`src/rtl/pipe_stall_flush_ctrl.sv`:
```
// Pipeline stall/flush controller: contiguous stall mask, multi-cycle exception flush
// with redirect PC, and a saturating stall counter. CTRL_STALL_WDOG_EN adds a stall watchdog.
module pipe_stall_flush_ctrl #(
  parameter int          STAGES       = 6,
  parameter int          FLUSH_CYCLES = 1,
  parameter logic [31:0] EXC_VECTOR   = 32'h00000020,
  parameter logic [31:0] ERET_TYPE    = 32'h0000000e,
  parameter int          CNT_W        = 32,
  parameter int          STALL_LIMIT  = 1024
) (
  input  logic              clk,
  input  logic              rst,
  input  logic [STAGES-1:0] stallreq,
  input  logic              excp_valid,
  input  logic [31:0]       excp_type,
  input  logic [31:0]       cp0_epc,
  output logic [STAGES-1:0] stall,
  output logic              flush,
  output logic [31:0]       new_pc,
  output logic [CNT_W-1:0]  stall_cycles,
  output logic              stall_timeout
);

  localparam int FC_W = (FLUSH_CYCLES > 1) ? $clog2(FLUSH_CYCLES) : 1;

  typedef enum logic {IDLE, FLUSH} state_t;

  state_t            state_reg;
  logic [FC_W-1:0]   flush_cnt_reg;
  logic [31:0]       held_pc_reg;
  logic [CNT_W-1:0]  stall_cycles_reg;
  logic [STAGES-1:0] stall_mask;
  logic [31:0]       redirect_pc;

  if (FLUSH_CYCLES < 1) begin : g_bad_flush_cycles
    $error("FLUSH_CYCLES must be at least 1");
  end
  if (STALL_LIMIT < 1) begin : g_bad_stall_limit
    $error("STALL_LIMIT must be at least 1");
  end

  // Stage k freezes whenever it or any younger-indexed-higher stage requests a stall.
  genvar gi;
  for (gi = 0; gi < STAGES; gi++) begin : g_stall_mask
    assign stall_mask[gi] = |stallreq[STAGES-1:gi];
  end

  assign redirect_pc = (excp_type == ERET_TYPE) ? cp0_epc : EXC_VECTOR;

  always_comb begin
    flush  = 1'b0;
    new_pc = 32'h0;
    stall  = '0;
    if (!rst) begin
      if (state_reg == FLUSH) begin
        flush  = 1'b1;
        new_pc = held_pc_reg;
      end else if (excp_valid) begin
        flush  = 1'b1;
        new_pc = redirect_pc;
      end
      if (!flush) begin
        stall = stall_mask;
      end
    end
  end

  always_ff @(posedge clk) begin
    if (rst) begin
      state_reg     <= IDLE;
      flush_cnt_reg <= '0;
      held_pc_reg   <= 32'h0;
    end else begin
      case (state_reg)
        IDLE: begin
          if (excp_valid) begin
            held_pc_reg <= redirect_pc;
            if (FLUSH_CYCLES > 1) begin
              state_reg     <= FLUSH;
              flush_cnt_reg <= FC_W'(FLUSH_CYCLES - 1);
            end
          end
        end
        FLUSH: begin
          // New exceptions arriving here are intentionally dropped.
          flush_cnt_reg <= flush_cnt_reg - FC_W'(1);
          if (flush_cnt_reg == FC_W'(1)) begin
            state_reg <= IDLE;
          end
        end
        default: state_reg <= IDLE;
      endcase
    end
  end

  always_ff @(posedge clk) begin
    if (rst) begin
      stall_cycles_reg <= '0;
    end else if (stall != '0 && stall_cycles_reg != '1) begin
      stall_cycles_reg <= stall_cycles_reg + CNT_W'(1);
    end
  end

  assign stall_cycles = stall_cycles_reg;

`ifdef CTRL_STALL_WDOG_EN
  localparam int WD_W = $clog2(STALL_LIMIT) + 1;
  localparam logic [WD_W-1:0] WD_LIMIT    = WD_W'(STALL_LIMIT);
  localparam logic [WD_W-1:0] WD_LIMIT_M1 = WD_W'(STALL_LIMIT - 1);

  logic [WD_W-1:0] wdog_cnt_reg;
  logic            timeout_reg;

  always_ff @(posedge clk) begin
    if (rst) begin
      wdog_cnt_reg <= '0;
      timeout_reg  <= 1'b0;
    end else if (stall == '0 || flush) begin
      wdog_cnt_reg <= '0;
    end else begin
      if (wdog_cnt_reg != WD_LIMIT) begin
        wdog_cnt_reg <= wdog_cnt_reg + WD_W'(1);
      end
      // The edge that brings the count to the limit raises the sticky flag.
      if (wdog_cnt_reg >= WD_LIMIT_M1) begin
        timeout_reg <= 1'b1;
      end
    end
  end

  assign stall_timeout = timeout_reg;
`else
  assign stall_timeout = 1'b0;
`endif

endmodule
```
`config.mk`:
```
export PLATFORM = sky130hd
export DESIGN_NAME = pipe_stall_flush_ctrl
export DESIGN_NICKNAME = d
export VERILOG_FILES = /design/src/rtl/pipe_stall_flush_ctrl.sv
export SDC_FILE = /design/constraint.sdc
export NUM_CORES = 1
export LEC_CHECK = 0
export CELL_PAD_IN_SITES_DETAIL_PLACEMENT = 1
export CELL_PAD_IN_SITES_GLOBAL_PLACEMENT = 2
export CORE_MARGIN = 4
export CORE_UTILIZATION = 24
export CTS_CLUSTER_DIAMETER = 40
export DETAILED_ROUTE_END_ITERATION = 12
export PLACE_DENSITY = 0.95
export SYNTH_ARGS = -nofsm -noshare
export SYNTH_HDL_FRONTEND = slang
export SYNTH_SLANG_ARGS = --single-unit
export TNS_END_PERCENT = 1
```
`constraint.sdc`:
```
create_clock -name clk -period 5.98 [get_ports clk]
set_input_delay 1.196 -clock clk [delete_from_list [all_inputs] [get_ports clk]]
set_output_delay 1.196 -clock clk [all_outputs]
set_load 0.005 [all_outputs]
```
==> flow_metrics.tcl <==
set metrics [dict create \
    status "finished clean" \
    drv_cap 0 \
    drive_gt1_share_pct 5.536 \
    grtUsageTotal_pct 15.55 \
    synth_most_common_cell "nand2_1" \
    rows 42 \
    rsz0062_at_grt "false" \
    grt_pass1_wl_um 20090 \
    p_leak_uw 0.001609 \
    holdCritPathClass "reg2reg" \
    wirelength_um 12120 \
    fin_worst_skew_ps 7.146 \
    crit_chain "clkdlybuf4s50_1, nor4_1, nand4_1, nor3_2, buf_4, nand2_1, a21oi_1, clkdlybuf4s50_1" \
    worst_pin_slew_ps 763.1 \
    worstSetupEndpointType "output pin" \
    crit_buf_inv 3 \
    ys_top_cells_by_count "nand2_1, a21oi_1, dfxtp_1, clkbuf_1, nor2_1" \
    setup_tns_ps 0 \
    cts_inserted_buffers 9 \
    place.port_buffers 143 \
    ir_worst_vdd_mv 0.1241 \
    regArea_um2 1321 \
    finalCritPeriodShare_pct 79.72 \
    path_clk_slew_ps 50 \
    clkLatencyLatePin_ps 340 \
    diodes 0 \
    nNetsFinal 649 \
    drtAntennaViolNets 0 \
    htreeDepth 3 \
    synth_top_area_share_pct 39.86 \
    yosys_most_used_dff "dfxtp_1" \
    syn_avg_cell_area_um2 7.398 \
    globalplace.congestion 0.8685 \
    pwr_density_cell_nw_per_um2 204.1 \
    cts_tree "yes" \
    postCtsSetupBuffers 0 \
    syn2layout_area_growth_pct 55.68 \
    syn_nets 522 \
    ys_types 47 \
    cts-resized-gates 0 \
    dieArea_um2 15750 \
    crit_path_max_fanout 31 \
    hold_viol 0 \
    drtPass1Iterations 4 \
    ctsLongestPathBuffers 2 \
    relSlewSlack_pct 48.66 \
    cp_slowest_stage_delay_ps 550 \
    place_hpwl_um 8899 \
    fin_cells 754 \
    grt_pass1_vias 3912 \
    io_pins 145 \
    routedWlPerCell_um 16.07 \
    antenna_found_initial 0 \
    cpLargestDelayFamily "buffers and inverters" \
    via_per_inst 5.064 \
    clock_sinks 66 \
    drc 0 \
    async_flop_share_pct 0 \
    place_inst 740 \
    synth-seq-area-share_pct 39.86 \
    multi_input_area_um2 1824 \
    cts_hold_buf 0 \
    grt-ovfl-total 0 \
    root_buffer "clkbuf_16" \
    vias 3818 \
    grt_start_max_net_pins 58 \
    yosys_warnings 0 \
    cp.required_ps 4780 \
    slowest_stage "clkdlybuf4s50_1" \
    die_y_um 125.5 \
    syn_area_um2 3314 \
    syn_inst 448 \
    worst-r2r-setup-slack_ps 2900 \
    hold_ws_ps 451.7 \
    critical_path_class "in2out" \
    core-area_um2 13400 \
    drv_slew 0 \
    first_iter_violations 126 \
    setup_viol_count_final 0 \
    fp.dieW_um 125.5 \
    cpMostUsedCell "clkdlybuf4s50_1" \
    crit_arrival_ps 3570 \
    synth_seq_cells 66 \
    yosys-top-cells-area "dfxtp_1, a21oi_1, nand2_1, o31ai_1, or4_1" \
    fmax_mhz 209.8 \
    synth_edf_count 0 \
    cp-start-kind "primary input" \
    synth_area_leader_cell "dfxtp_1" \
    start_util_pct 24.73 \
    min_period_ps 4767 \
    fin_util_pct 38.51 \
    fillers 1601 \
]
final timing paths:
path	start	end	depth (start not counted)
hold reg to reg	flush_cnt_reg	state_reg	1
hold / removal	flush_cnt_reg	state_reg	1
setup / recovery	excp_type[10]	new_pc[1]	8
setup reg to reg	state_reg	stall_cycles[29]	7
kinds of logic after synthesis:
kind of cell | Yosys count | share of synthesized area (%)
compound gates | 123 | 21.29
xor+xnor | 2 | 0.5286
fa+ha+maj | 1 | 0.3774
buf+inv | 41 | 5.247
flops | 66 | 39.86
mux | 3 | 1.019
other cells | 1 | 0.1131
simple gates | 211 | 31.56
routing by layer:
metal  global-route usage (%)  part of all wire (%)
met3                    5.245                   5.6
met2                    27.38                    50
met1                    18.30                    44
met5                        0                     0
met4                    3.444                  0.86
report_power, final:
part	leakage [µW]	switching, µW	internal [µW]	total [µW]
Sequential	0.000532	1.05	441	442
Combinational	0.000930	32.0	52.2	84.2
Clock	0.000147	188	339	527
layout make-up:
class / instances / area share (%)
Sequential cell: 66 / 25.61
Tap cell: 176 / 4.268
Clock inverter: 3 / 0.7759
Inverter: 8 / 0.5820
Clock buffer: 11 / 4.898
Timing Repair Buffer: 149 / 28.52
Multi-Input combinational cell: 341 / 35.35
metrics by stage:
step / cell area [µm²] / power, µW / setup WS [ps]
floorplan: 3314 / 474.0 / 2346
global placement: 4867 / 534.6 / 1208
detailed placement: 4867 / 536.5 / 1151
CTS: 5160 / 1077 / 1153
global route: 5160 / 1098 / 1014
finish: 5160 / 1053 / 1213
cells in the final DEF (no fill, tap or decap), drive strengths merged, types with 2 or more instances in the layout:
cell / count
nor4: 13
nand2: 113
o311ai: 3
clkdlybuf4s50: 142
and4: 3
nor3: 4
buf: 7
mux2: 3
clkbuf: 11
and3: 8
a21oi: 87
nand3: 5
or2: 3
nor2b: 2
dfxtp: 66
o41ai: 3
or3: 9
nor2: 17
inv: 8
or4: 15
o31ai: 15
nand4: 12
clkinv: 2
o21ai: 7
Power figures use the tool's default switching activity.
